===== config.mk =====
export PLATFORM = sky130hd
export DESIGN_NAME = i2c_xfer_sequencer
export DESIGN_NICKNAME = d
export VERILOG_FILES = /design/src/rtl/i2c_xfer_sequencer.sv
export SDC_FILE = /design/constraint.sdc
export NUM_CORES = 1
export LEC_CHECK = 0
export ABC_AREA = 1
export CAP_MARGIN = 20
export CORE_MARGIN = 5
export CORE_UTILIZATION = 41
export CTS_CLUSTER_DIAMETER = 60
export CTS_CLUSTER_SIZE = 30
export DETAILED_ROUTE_END_ITERATION = 12
export SYNTH_ARGS = -nofsm -noshare
export SYNTH_HDL_FRONTEND = slang
export SYNTH_SLANG_ARGS = --single-unit
export TNS_END_PERCENT = 100

===== constraint.sdc =====
create_clock -name clk -period 3 [get_ports clk]
set_clock_uncertainty 0.15 [all_clocks]
set_input_delay 0.75 -clock clk [delete_from_list [all_inputs] [get_ports clk]]
set_output_delay 0.75 -clock clk [all_outputs]
set_load 0.02 [all_outputs]

===== src/rtl/i2c_xfer_sequencer.sv =====
// i2c_xfer_sequencer
// Breaks one host register read/write request into START / WRITE / READ / STOP
// commands for the byte-level I2C master engine. It also checks slave ACKs,
// times out a hung engine, and returns read data plus a status code on a
// single-cycle response.
// Build option I2C_RSTART_EN: when defined, a single repeated START separates
// the register-address phase from the read phase. When undefined, a STOP
// followed by a fresh START is issued there instead.

module i2c_xfer_sequencer #(
  parameter int TIMEOUT_CYC = 1024
) (
  input  logic       clk,
  input  logic       rst,
  input  logic       req_valid,
  output logic       req_ready,
  input  logic       req_rw,
  input  logic [6:0] req_dev,
  input  logic [7:0] req_reg,
  input  logic [7:0] req_wdata,
  output logic       rsp_valid,
  output logic [7:0] rsp_rdata,
  output logic [1:0] rsp_err,
  output logic       eng_cmd_valid,
  output logic [2:0] eng_cmd,
  output logic [7:0] eng_wbyte,
  output logic       eng_mnack,
  input  logic       eng_cmd_ready,
  input  logic       eng_done,
  input  logic [7:0] eng_rbyte,
  input  logic       eng_ack
);

  typedef enum logic [3:0] {
    IDLE, START, DEV_W, REG, WDATA, RSTART, DEV_R, RDATA, STOP, RESP
  } state_t;

  localparam logic [2:0]  CMD_NONE     = 3'd0;
  localparam logic [2:0]  CMD_START    = 3'd1;
  localparam logic [2:0]  CMD_WRITE    = 3'd2;
  localparam logic [2:0]  CMD_READ     = 3'd3;
  localparam logic [2:0]  CMD_STOP     = 3'd4;
  localparam logic [1:0]  ERR_OK       = 2'd0;
  localparam logic [1:0]  ERR_NACK     = 2'd1;
  localparam logic [1:0]  ERR_TIMEOUT  = 2'd2;
  localparam logic [15:0] TIMEOUT_LAST = 16'(TIMEOUT_CYC - 1);

  state_t      state;
  state_t      adv_state;
  logic        waiting;
  logic [15:0] tcnt;
  logic        rw;
  logic [6:0]  dev;
  logic [7:0]  reg_addr;
  logic [7:0]  wdata;
  logic [7:0]  rbyte;
  logic [1:0]  err;
  logic        write_nack;
`ifndef I2C_RSTART_EN
  logic        rs_second;
`endif

  // Where the sequence goes once the current command completes; a missing ACK
  // on any address/data byte short-circuits straight to STOP.
  function automatic state_t after_done(input state_t s, input logic ack, input logic is_read);
    case (s)
      START:   after_done = DEV_W;
      DEV_W:   after_done = ack ? REG : STOP;
      REG:     after_done = !ack ? STOP : (is_read ? RSTART : WDATA);
      WDATA:   after_done = STOP;
      RSTART:  after_done = DEV_R;
      DEV_R:   after_done = ack ? RDATA : STOP;
      RDATA:   after_done = STOP;
      default: after_done = RESP;
    endcase
  endfunction

  // Engine command opcode issued on entry to a state.
  function automatic logic [2:0] cmd_of(input state_t s);
    case (s)
      START:                    cmd_of = CMD_START;
      DEV_W, REG, WDATA, DEV_R: cmd_of = CMD_WRITE;
      RDATA:                    cmd_of = CMD_READ;
      STOP:                     cmd_of = CMD_STOP;
`ifdef I2C_RSTART_EN
      RSTART:                   cmd_of = CMD_START;
`else
      RSTART:                   cmd_of = CMD_STOP;
`endif
      default:                  cmd_of = CMD_NONE;
    endcase
  endfunction

  // Byte carried by a WRITE command; zero for every other command.
  function automatic logic [7:0] wbyte_of(input state_t s, input logic [6:0] d,
                                          input logic [7:0] r, input logic [7:0] w);
    case (s)
      DEV_W:   wbyte_of = {d, 1'b0};
      REG:     wbyte_of = r;
      WDATA:   wbyte_of = w;
      DEV_R:   wbyte_of = {d, 1'b1};
      default: wbyte_of = 8'h00;
    endcase
  endfunction

  assign adv_state  = after_done(state, eng_ack, rw);
  assign write_nack = ((state == DEV_W) || (state == REG) || (state == WDATA) ||
                       (state == DEV_R)) && !eng_ack;

  // Transaction FSM: each engine state alternates an ISSUE phase (command held
  // until accepted) and a WAIT phase (done awaited under the timeout counter).
  always_ff @(posedge clk or negedge rst) begin
    if (!rst) begin
      state         <= IDLE;
      waiting       <= 1'b0;
      tcnt          <= 16'd0;
      rw            <= 1'b0;
      dev           <= 7'd0;
      reg_addr      <= 8'h00;
      wdata         <= 8'h00;
      rbyte         <= 8'h00;
      err           <= ERR_OK;
      req_ready     <= 1'b1;
      rsp_valid     <= 1'b0;
      rsp_rdata     <= 8'h00;
      rsp_err       <= ERR_OK;
      eng_cmd_valid <= 1'b0;
      eng_cmd       <= CMD_NONE;
      eng_wbyte     <= 8'h00;
      eng_mnack     <= 1'b0;
`ifndef I2C_RSTART_EN
      rs_second     <= 1'b0;
`endif
    end else begin
      rsp_valid <= 1'b0;
      rsp_rdata <= 8'h00;
      rsp_err   <= ERR_OK;
      case (state)
        IDLE: begin
          if (req_valid && req_ready) begin
            rw            <= req_rw;
            dev           <= req_dev;
            reg_addr      <= req_reg;
            wdata         <= req_wdata;
            rbyte         <= 8'h00;
            err           <= ERR_OK;
            req_ready     <= 1'b0;
            waiting       <= 1'b0;
            state         <= START;
            eng_cmd_valid <= 1'b1;
            eng_cmd       <= CMD_START;
            eng_wbyte     <= 8'h00;
            eng_mnack     <= 1'b0;
`ifndef I2C_RSTART_EN
            rs_second     <= 1'b0;
`endif
          end
        end
        RESP: begin
          state     <= IDLE;
          req_ready <= 1'b1;
        end
        default: begin
          if (!waiting) begin
            if (eng_cmd_ready) begin
              eng_cmd_valid <= 1'b0;
              eng_cmd       <= CMD_NONE;
              eng_wbyte     <= 8'h00;
              eng_mnack     <= 1'b0;
              waiting       <= 1'b1;
              tcnt          <= 16'd0;
            end
          end else if (eng_done) begin
            waiting <= 1'b0;
            if (state == RDATA) rbyte <= eng_rbyte;
            if (write_nack) err <= ERR_NACK;
            if (state == STOP) begin
              state     <= RESP;
              rsp_valid <= 1'b1;
              rsp_err   <= err;
              rsp_rdata <= (rw && (err == ERR_OK)) ? rbyte : 8'h00;
            end
`ifndef I2C_RSTART_EN
            else if ((state == RSTART) && !rs_second) begin
              rs_second     <= 1'b1;
              eng_cmd_valid <= 1'b1;
              eng_cmd       <= CMD_START;
            end
`endif
            else begin
              state         <= adv_state;
              eng_cmd_valid <= 1'b1;
              eng_cmd       <= cmd_of(adv_state);
              eng_wbyte     <= wbyte_of(adv_state, dev, reg_addr, wdata);
              eng_mnack     <= (adv_state == RDATA);
            end
          end else if (tcnt == TIMEOUT_LAST) begin
            waiting   <= 1'b0;
            state     <= RESP;
            err       <= ERR_TIMEOUT;
            rsp_valid <= 1'b1;
            rsp_err   <= ERR_TIMEOUT;
          end else begin
            tcnt <= tcnt + 16'd1;
          end
        end
      endcase
    end
  end

endmodule


# After elaboration in Yosys (flattened, before gate mapping)
# Memory sizes are Yosys's and may differ from the RTL's.
# Cells that the tools add are included.
# classes
addsub	1
order_cmp	0
n_eq_ne	24
multipliers	0
bitwise_logic	2
n_mux	79
shift	0
div_mod_pow	0
reduce_logical	33
# ops
cell	n
2-to-1 mux 8 bit	14
2-to-1 mux 16 bit	4
2-to-1 mux 4 bit	9
one-hot mux 8 bit (2 select lines)	2
one-hot mux 8 bit (4 select lines)	1
== test 4 x 3 -> 1 bit, second input constant	7
2-to-1 mux 1 bit	24
one-hot mux 4 bit (6 select lines)	1
2-to-1 mux 2 bit	10
2-to-1 mux 3 bit	6
adder 16 x 1 -> 16 bit, second input constant	1
== test 16 x 10 -> 1 bit, second input constant	1
== test 4 x 2 -> 1 bit, second input constant	4
AND reduction 5 bit	3
AND reduction 6 bit	2
nonzero test 2 bit	6
one-hot mux 1 bit (2 select lines)	5
!= test 3 x 2 -> 1 bit, second input constant	3
nonzero test 3 bit	3
== test 4 bit, second input constant	2
one-hot mux 4 bit (2 select lines)	1
AND reduction 4 bit	2
!= test 2 bit, second input constant	3
one-hot mux 3 bit (2 select lines)	1
other kinds (14)	24
# totals
register_bits	81
out_inout_bits	25
inputBits	38
latchBits	0
memories	1
romBits	48
mem_bits_rw	0
# mem_list
name	words	word_bits	read_ports	rd_ports_with_merged_regs	write_ports	line	text
(no name shown)	16	3	1	0	0	80	case (s)

# Depth between registers and ports, before layout
# Gate-level depths: netlist of run 1.
# depth
word_depth	10
mapped_depth	13

# Worst setup path before layout of run 1
# Ideal clock, no wire load.
# synth_timing
path_kind	input to register
from	in req_valid
to	reg rbyte[0]
path_buffers	0
t_required_ps	2733
setup_time_ps	117
setup_slack_ps	1184
path_stages	9
t_arrival_ps	1548
path_cell_list	nand2_1 nand3_1 nand2_2 nor2_4 nand2_2 nor2_8 inv_2 nand2_1 nand2_1
# synth_between
elab_chain_cells	3
# synth_lines
item	line	text
from (decl)	15	input logic req_valid,
logical AND 1 bit	140	if (req_valid && req_ready) begin
!= test 2 bit (no source line)	n/a	
AND reduction 5 bit (no source line)	n/a	
to (signal assigned)	175	if (state == RDATA) rbyte <= eng_rbyte;
to (decl)	56	logic [7:0] rbyte;
# Every way passes these cells.
# A chain may end at the register's enable or synchronous reset.

# Worst setup path after layout of run 1
# layout_timing
from	reg req_ready
to	out req_ready
# layout_rtl
item	line	text
from (decl)	16	output logic req_ready,
from (signal assigned)	123	req_ready <= 1'b1;
from (signal assigned)	147	req_ready <= 1'b0;
from (signal assigned)	161	req_ready <= 1'b1;
# No word-level cell between the ends.

==> results by group, run 1 <==
Run status
  • Status: complete, no violations

Place
  • DP Area: 4800 um^2
  • Dpl cells: 711
  • GP Congestion: 0.876
  • HPWL after DPL: 7.04 mm
  • Port-buffer cells: 62

Timing
  • Fmax: 416 MHz
  • Setup TNS: 0 ns
  • Worst Hold Margin: 0.211 ns
  • Final Setup Violations: 0
  • Max-slew headroom: 0.539
  • Clock period minus worst slack: 2.41 ns
  • RSZ-0062 raised after global routing: no
  • Actual slew at the worst max-slew pin: 0.691 ns
  • Fin. max-slew vios: 0
  • Fin. Hold Viols: 0
  • Final Cycle Share: 0.802

CTS
  • Clock transition at path regs: 0.09 ns
  • Root Buffer: clkbuf_8
  • Total CTS buffers: 9
  • TritonCTS clock tree: done
  • # resized after CTS: 0
  • Post-CTS Setup Bufs: 0
  • CTS Hold Bufs: 0
  • Clock Sinks: 81
  • Bufs on Longest Clock Path: 2
  • Worst-skew pair later-pin latency: 0.35 ns
  • # H-tree levels: 3

GRT
  • GRT Total Usage: 0.175
  • GRT overflow: 0
  • Initial antenna violation count: 0
  • Largest net degree at the start of global routing: 43
  • First-pass GRT wire length: 16.5 mm
  • Vias in the first global route: 3425

Synth
  • Post-synth top area cell: dfrtp_1
  • Syn Nets: 563
  • Yosys reg bits: 81
  • Avg Inst Size Synth: 7.72 um^2
  • Post-synthesis sequential area ratio: 0.502
  • Mapped Cells: 524
  • Ys Warns: 0
  • Top cells by area, synth: dfrtp_1 (50%), nand2_1 (20%), nand3_1 (6.1%)
  • Synth cell types: 36
  • Mapped cell area: 4040 um^2
  • Post-synth top area share: 0.495

Route
  • Total wire length: 9.56 mm
  • Vias per cell: 4.78
  • 1st-pass router iterations: 4
  • Vias post-DR: 3474
  • DRT iter0 DRCs: 167
  • Detail Route Antenna Nets: 0
  • Avg WL per Cell: 13.1 um
  • Remaining DRCs: 0

Critical path
  • Crit path max fanout: 3
  • Cell Chain, Critical Path: clkdlybuf4s50_1
  • Buf/Inv on CP: 1
  • Critical Path Source: req_ready
  • RR Startpoint: tcnt[0]
  • Slowest cell on crit path: clkdlybuf4s50_1
  • Crit path capture type: output pin
  • Crit start category: flop
  • CP arrival: 1.51 ns
  • Cell family contributing the most delay on the critical path: buffers and inverters
  • Worst path required time: 2.10 ns
  • Critical Path Max Stage Delay: 0.60 ns
  • Crit Path Category: reg -> out

Floorplan
  • Ports: 63
  • Core box area: 9680 um^2
  • Die Wd: 109 um
  • Rows: 36
  • Die height: 109 um
  • Initial core utilization: 0.418
  • Die area: 11900 um^2

Layout
  • Share of layout cells above drive strength 1: 0.0943
  • NumNets Final: 628
  • # diodes: 0
  • Layout area overhead: 23.3%
  • Fin cells: 727
  • Design Area, Final: 4990 um^2

Pwr
  • LEAKAGE: 2.44 nW
  • PwrDens: 817 nW/um^2
  • VDD IR max: 0.417 mV

Run
  • Max-cap violations: 0

Min path
  • Hold crit path type: in -> async
[sequential cells by signal (all words and copies together), names as in the netlist]
signal	count
eng_cmd_valid	1
rw	1
state	4
rbyte	8
rsp_valid	1
err	2
wdata	8
tcnt	16
dev	7
reg_addr	8
waiting	1
req_ready	1
eng_mnack	1
rs_second	1
eng_wbyte	8
eng_cmd	3
rsp_err	2
rsp_rdata	8
[per-stage QoR]
step / worst slack (ns) / total power [mW] / util
6_report: 0.594 / 4.08 / 0.515
5_1_grt: 0.545 / 4.43 / 0.515
4_1_cts: 0.575 / 4.11 / 0.515
2_1_floorplan: 1.18 / 2.87 / -
3_5_place_dp: 0.326 / 3.34 / 0.496
3_3_place_gp: 0.334 / 3.31 / 0.496
[synthesized netlist by cell type]
library cell / instances
xor2_1: 3
nand4_1: 7
a21oi_2: 1
nand3b_1: 1
clkinv_1: 2
nor2_4: 6
xnor2_1: 2
nand2_1: 212
nand2_4: 2
inv_2: 9
o21ai_0: 25
a21oi_1: 6
or2_2: 1
nand3_2: 2
nand3_4: 1
and3_1: 1
nor4_1: 1
nand2_2: 7
nor3_1: 7
a22oi_1: 1
nand3_1: 49
buf_2: 2
a31o_2: 1
dfrtp_1: 80
ha_1: 1
nor2_1: 43
buf_4: 4
nor3b_1: 1
o21ai_2: 1
inv_1: 32
clkbuf_1: 4
o211ai_1: 1
o21a_1: 2
nor2_2: 4
nor2_8: 1
dfstp_2: 1
[power breakdown]
group | internal, mW | switching, mW
registers | 1.39 | 0.231
clock network | 0.332 | 0.432
logic | 0.530 | 1.16
[layer usage]
| metal | vias up | global-route usage | share of wire |
|---|---|---|---|
| met2 | 87 | 0.276 | 0.44 |
| met5 | - | 0 | 0 |
| li1 | 1793 | - | - |
| met3 | 9 | 0.0299 | 0.047 |
| met1 | 1585 | 0.248 | 0.50 |
| met4 | 0 | 0.0525 | 0.012 |
[kinds of logic (layout without fill, tap and decap cells)]
family          Yosys count  in the layout  share of synthesized area
buf+inv                  53            123                     0.0535
compound gates           38             38                     0.0523
simple gates            346            346                      0.379
fa+ha+maj                 1              1                    0.00309
flops                    81             81                      0.502
xor+xnor                  5              5                     0.0108
[layout by cell type (no fill, tap or decap), types with 7 or more instances in the layout]
master,synthesis,layout
clkbuf_8,0,10
clkdlybuf4s50_1,0,61
dfrtp_1,80,80
inv_1,32,32
inv_2,9,9
nand2_1,212,212
nand2_2,7,7
nand3_1,49,49
nand4_1,7,7
nor2_1,43,43
nor3_1,7,7
o21ai_0,25,25
[layout make-up]
cell class,count,area [um^2]
Inverter,43,161
Fill cell,950,4700
Clock buffer,10,138
Sequential cell,81,2030
Timing Repair Buffer,64,646
Multi-Input combinational cell,390,1800
Clock inverter,6,48.8
Tap cell,133,166
[final timing paths]
kind                               end  slack (ns)  depth (start not counted)
max                          req_ready        0.59                          1
min                           tcnt[11]        0.21                          1
max reg2reg                    tcnt[4]        0.82                         12
min reg2reg                reg_addr[6]        0.33                          2
max in group asynchronous       dev[0]        1.88                          2
min in group clk           reg_addr[6]        0.33                          2
No activity file was read; power rests on OpenSTA's default activity.
==> run 2, diff against run 1 <==
Settings changed: PLACE_DENSITY from default to 0.66.
Clock period 3 ns to 2.1 ns, I/O delays scaled along.
==> run 2 against run 1 <==
Non-clock buffer count grew 33. Utilization is 3.2 points higher. Combinational power increased by 67%. Worst setup slack worse by 0.56 ns. Total power is 54% higher. Critical endpoint is now eng_wbyte[7]. First-iteration DRC count fell by 40%. Critical path depth unchanged. Sequential share of layout area shrank 2.4 points. Routed wire length up 0.25%.
==> results by group, run 2 (same netlist as run 1, synthesis figures left out) <==
Run status
  • Status: complete, no violations

Critical path
  • Cell Chain, Critical Path: clkdlybuf4s50_1
  • Crit start category: flop
  • Critical Path Source: eng_wbyte[7]
  • FF-to-FF End: state[1]
  • R2r worst-path depth: 13
  • Critical Path Max Stage Delay: 0.62 ns
  • Cell family contributing the most delay on the critical path: buffers and inverters
  • Buf/Inv on CP: 1
  • Slowest cell on crit path: clkdlybuf4s50_1
  • Worst path required time: 1.42 ns
  • Setup crit end: eng_wbyte[7]
  • Reg2reg setup slack: 0.18 ns
  • Crit Path Category: reg -> out
  • Crit path capture type: output pin
  • Critical path depth: 1
  • CP arrival: 1.39 ns
  • RR Startpoint: tcnt[1]
  • Crit path max fanout: 2

CTS
  • Clock Sinks: 81
  • Total CTS buffers: 9
  • Root Buffer: clkbuf_8
  • Clock transition at path regs: 0.09 ns
  • TritonCTS clock tree: done
  • # H-tree levels: 3
  • Bufs on Longest Clock Path: 2
  • Worst-skew pair later-pin latency: 0.37 ns

Floorplan
  • Die area: 11900 um^2
  • Rows: 36
  • Ports: 63
  • Core box area: 9680 um^2
  • Initial core utilization: 0.418
  • Die Wd: 109 um
  • Die height: 109 um

Timing
  • Fin. Hold Viols: 0
  • Fin. max-slew vios: 0
  • Fmax: 485 MHz
  • Max-slew headroom: 0.658
  • Setup TNS: 0 ns
  • Final Setup Violations: 0
  • RSZ-0062 raised after global routing: no
  • Clock period minus worst slack: 2.06 ns
  • Final Cycle Share: 0.982
  • Actual slew at the worst max-slew pin: 0.512 ns

Route
  • Vias post-DR: 3612
  • Detail Route Antenna Nets: 0
  • Avg WL per Cell: 12.6 um
  • Remaining DRCs: 0
  • 1st-pass router iterations: 4
  • Total wire length: 9.58 mm
  • Vias per cell: 4.75
  • DRT iter0 DRCs: 100

Layout
  • Register area: 2030 um^2
  • Share of layout cells above drive strength 1: 0.145
  • Max reg flops: 16
  • Fillers: 914
  • Design Area, Final: 5300 um^2
  • # diodes: 0
  • NumNets Final: 661
  • Largest reg by FF count: tcnt
  • Commonest non-fill, non-tap cell in the layout: nand2_1
  • Most frequent cells in the layout: nand2_1 (211), dfrtp_1 (80), clkdlybuf4s50_1 (60)
  • Multi-input gate area: 1810 um^2
  • Layout area overhead: 31.1%

Pwr
  • VDD IR max: 0.465 mV
  • Total power draw: 6.30 mW
  • PwrDens: 1190 nW/um^2
  • LEAKAGE: 2.63 nW

Place
  • GP Congestion: 0.868
  • HPWL after DPL: 7.35 mm
  • Port-buffer cells: 62
  • DP Area: 5060 um^2

GRT
  • Largest net degree at the start of global routing: 40
  • GRT Total Usage: 0.175
  • Vias in the first global route: 3511
  • Initial antenna violation count: 0
  • First-pass GRT wire length: 16.2 mm
  • GRT overflow: 0

Run
  • Max-cap violations: 0

Min path
  • Hold crit path type: reg -> reg
run 2: worst min-delay path by stage:
stage,from,to,slack [ns],cells after the start
floorplan,rst,dev[0],0.08,0
global placement,rbyte[4],rbyte[4],0.31,2
detailed placement,rbyte[1],rbyte[1],0.32,2
CTS,rbyte[3],rbyte[3],0.34,2
global route,rbyte[1],rbyte[1],0.36,2
finish,rbyte[3],rbyte[3],0.33,2
run 2: repair_timing:
item / CTS / global route
setup buffers: 0 / 2
pin swaps: 0 / 1
resized for setup: 1 / 4
setup endpoints to repair: 1 / 6
hold buffers: 1 / 0
endpoints found under the hold margin: 34 / 0
run 2: metal layers:
layer | vias to the layer above | track usage | part of all wire
met5 | - | 0 | 0
met4 | 0 | 0.108 | 0.039
met3 | 28 | 0.0299 | 0.049
met1 | 1645 | 0.231 | 0.46
li1 | 1853 | - | -
met2 | 86 | 0.267 | 0.45
run 2: area by class of cell:
cell class	instances	area share
clock buffer	10	0.0260
clock inverter	6	0.0123
inverter	43	0.0305
multi-input combinational	390	0.341
sequential	81	0.383
tap	133	0.0314
timing repair buffer	97	0.176
run 2: power breakdown:
group | internal [mW] | switching, mW | leakage [nW]
sequential | 1.99 | 0.321 | 1.07
combinational | 1.09 | 1.73 | 1.46
clock | 0.583 | 0.576 | 0.103
total | 3.67 | 2.63 | 2.63
run 2: stage by stage:
stage / setup slack [ns] / hold slack, ns / instances / util
floorplan: 0.420 / 0.0794 / 524 / -
global placement: -0.108 / 0.312 / 741 / 0.523
detailed placement: -0.197 / 0.315 / 741 / 0.523
CTS: 0.0333 / 0.338 / 758 / 0.545
global route: 0.00397 / 0.365 / 760 / 0.547
finish: 0.0380 / 0.332 / 760 / 0.547
==> run 3, diff against run 2 <==
Settings changed: CELL_PAD_IN_SITES_DETAIL_PLACEMENT from default to 0, CELL_PAD_IN_SITES_GLOBAL_PLACEMENT from default to 2, CORE_UTILIZATION 41 to 28, PLACE_DENSITY 0.66 to default, PLACE_DENSITY_LB_ADDON from default to 0.1, TNS_END_PERCENT 100 to 1.
==> run 3 against run 2 <==
First-iteration DRC count grew 46%. Critical endpoint is now eng_cmd[0]. Clock power increased by 40%. Non-clock buffer count increased by 5. Worst hold slack got worse by 0.0089 ns.
==> results by group, run 3 (same netlist as run 1, synthesis figures left out) <==
GRT
  • First-pass GRT wire length: 18.9 mm
  • GRT overflow: 0
  • GRT Total Usage: 0.142
  • Largest net degree at the start of global routing: 33
  • Vias in the first global route: 3703
  • Initial antenna violation count: 0

Run status
  • Status: complete, no violations

Layout
  • Register area: 2030 um^2
  • Multi-input gate area: 1810 um^2
  • # diodes: 0
  • Share of layout cells above drive strength 1: 0.153
  • Max reg flops: 16
  • Core Util, Final: 0.384
  • Largest reg by FF count: tcnt
  • Fillers: 1542
  • Commonest non-fill, non-tap cell in the layout: nand2_1
  • Most frequent cells in the layout: nand2_1 (211), dfrtp_1 (79), clkdlybuf4s50_1 (59)
  • Layout area overhead: 36.6%
  • NumNets Final: 666

Floorplan
  • Ports: 63
  • Die Wd: 130 um
  • Rows: 44
  • Die height: 130 um
  • Core box area: 14400 um^2
  • Die area: 16900 um^2
  • Initial core utilization: 0.281

Critical path
  • Worst path required time: 1.42 ns
  • Buf/Inv on CP: 1
  • Critical Path Max Stage Delay: 0.62 ns
  • Crit start category: flop
  • Cell Chain, Critical Path: clkdlybuf4s50_1
  • CP arrival: 1.35 ns
  • Slowest cell on crit path: clkdlybuf4s50_1
  • Crit path max fanout: 2
  • Crit path capture type: output pin
  • Critical path depth: 1
  • Cell family contributing the most delay on the critical path: buffers and inverters
  • R2r worst-path depth: 12
  • Crit Path Category: reg -> out

Pwr
  • LEAKAGE: 2.71 nW
  • PwrDens: 1250 nW/um^2
  • VDD IR max: 0.454 mV

Timing
  • Fin. max-slew vios: 0
  • RSZ-0062 raised after global routing: yes
  • Final Cycle Share: 0.965
  • Worst Hold Margin: 0.323 ns
  • Actual slew at the worst max-slew pin: 0.502 ns
  • Final Setup Violations: 0
  • Max-slew headroom: 0.665
  • Clock period minus worst slack: 2.03 ns
  • Fmax: 493 MHz
  • Fin. Hold Viols: 0

Min path
  • WHS Path Cells: 2
  • Hold crit path type: reg -> reg

Place
  • HPWL after DPL: 8.25 mm
  • Port-buffer cells: 62
  • GP Congestion: 0.825

Route
  • Avg WL per Cell: 13.5 um
  • Vias per cell: 4.46
  • Vias post-DR: 3637
  • Detail Route Antenna Nets: 0
  • Remaining DRCs: 0
  • Total wire length: 11.0 mm
  • 1st-pass router iterations: 4
  • DRT iter0 DRCs: 146

CTS
  • Bufs on Longest Clock Path: 2
  • Worst-skew pair later-pin latency: 0.34 ns
  • Total CTS buffers: 9
  • Clock Sinks: 81
  • TritonCTS clock tree: done
  • # H-tree levels: 3
  • Root Buffer: clkbuf_16
  • Clock transition at path regs: 0.06 ns

Run
  • Max-cap violations: 0
## run 3: cell count changes in the layout (fill, tap and decap cells not counted), sizes merged
cell,previous run,this run
buf,35,40
inv,42,43
clkinv,5,4
dlymetal6s2s,0,1
clkdlybuf4s50,60,59
## run 3: final timing paths
path,to,start,slack (ns)
setup / recovery,eng_cmd[0],eng_cmd[0],0.07
hold / removal,req_ready,req_ready,0.32
setup reg to reg,state[0],tcnt[0],0.20
hold reg to reg,req_ready,req_ready,0.32
max in group asynchronous,state[1],rst,0.75
min in group asynchronous,tcnt[14],rst,0.53
## run 3: report_power, final
part           leakage [nW]  internal (mW)  switching [mW]
clock                 0.149          0.958           0.662
combinational          1.49           1.17            1.85
sequential             1.07           2.00           0.288
## run 3: area by class of cell
cell class              count  share of cell area
multi-input cells         390               0.328
clock inverters             6              0.0118
flip-flops and latches     81               0.367
well taps                 184              0.0417
clock buffers              10              0.0433
repair buffers            102               0.178
inverters                  43              0.0292
## run 3: routing by layer
layer / track usage / routed length [um]
met5: 0 / 0
met2: 0.219 / 5020
met4: 0.0617 / 228
met1: 0.196 / 5400
met3: 0.0270 / 393
## run 3: metrics by stage
step | setup TNS [ns] | total power [mW] | cells | worst slack (ns) | area, um^2
6_report | 0 | 6.93 | 816 | 0.0736 | 5520
5_1_grt | -0.0234 | 7.53 | 816 | -0.0181 | 5520
4_1_cts | 0 | 7.03 | 813 | 0.0517 | 5480
3_5_place_dp | -4.34 | 5.37 | 796 | -0.260 | 5170
3_3_place_gp | -3.47 | 5.34 | 796 | -0.172 | 5170
2_1_floorplan | 0 | 4.10 | 524 | 0.420 | 4040
## run 3: what timing repair did
item,4_1_cts,5_1_grt
resized for setup,1,6
pin swaps,0,2
setup endpoints to repair,1,25
hold buffers,1,0
hold endpoints to repair,10,0
buffers inserted,0,3
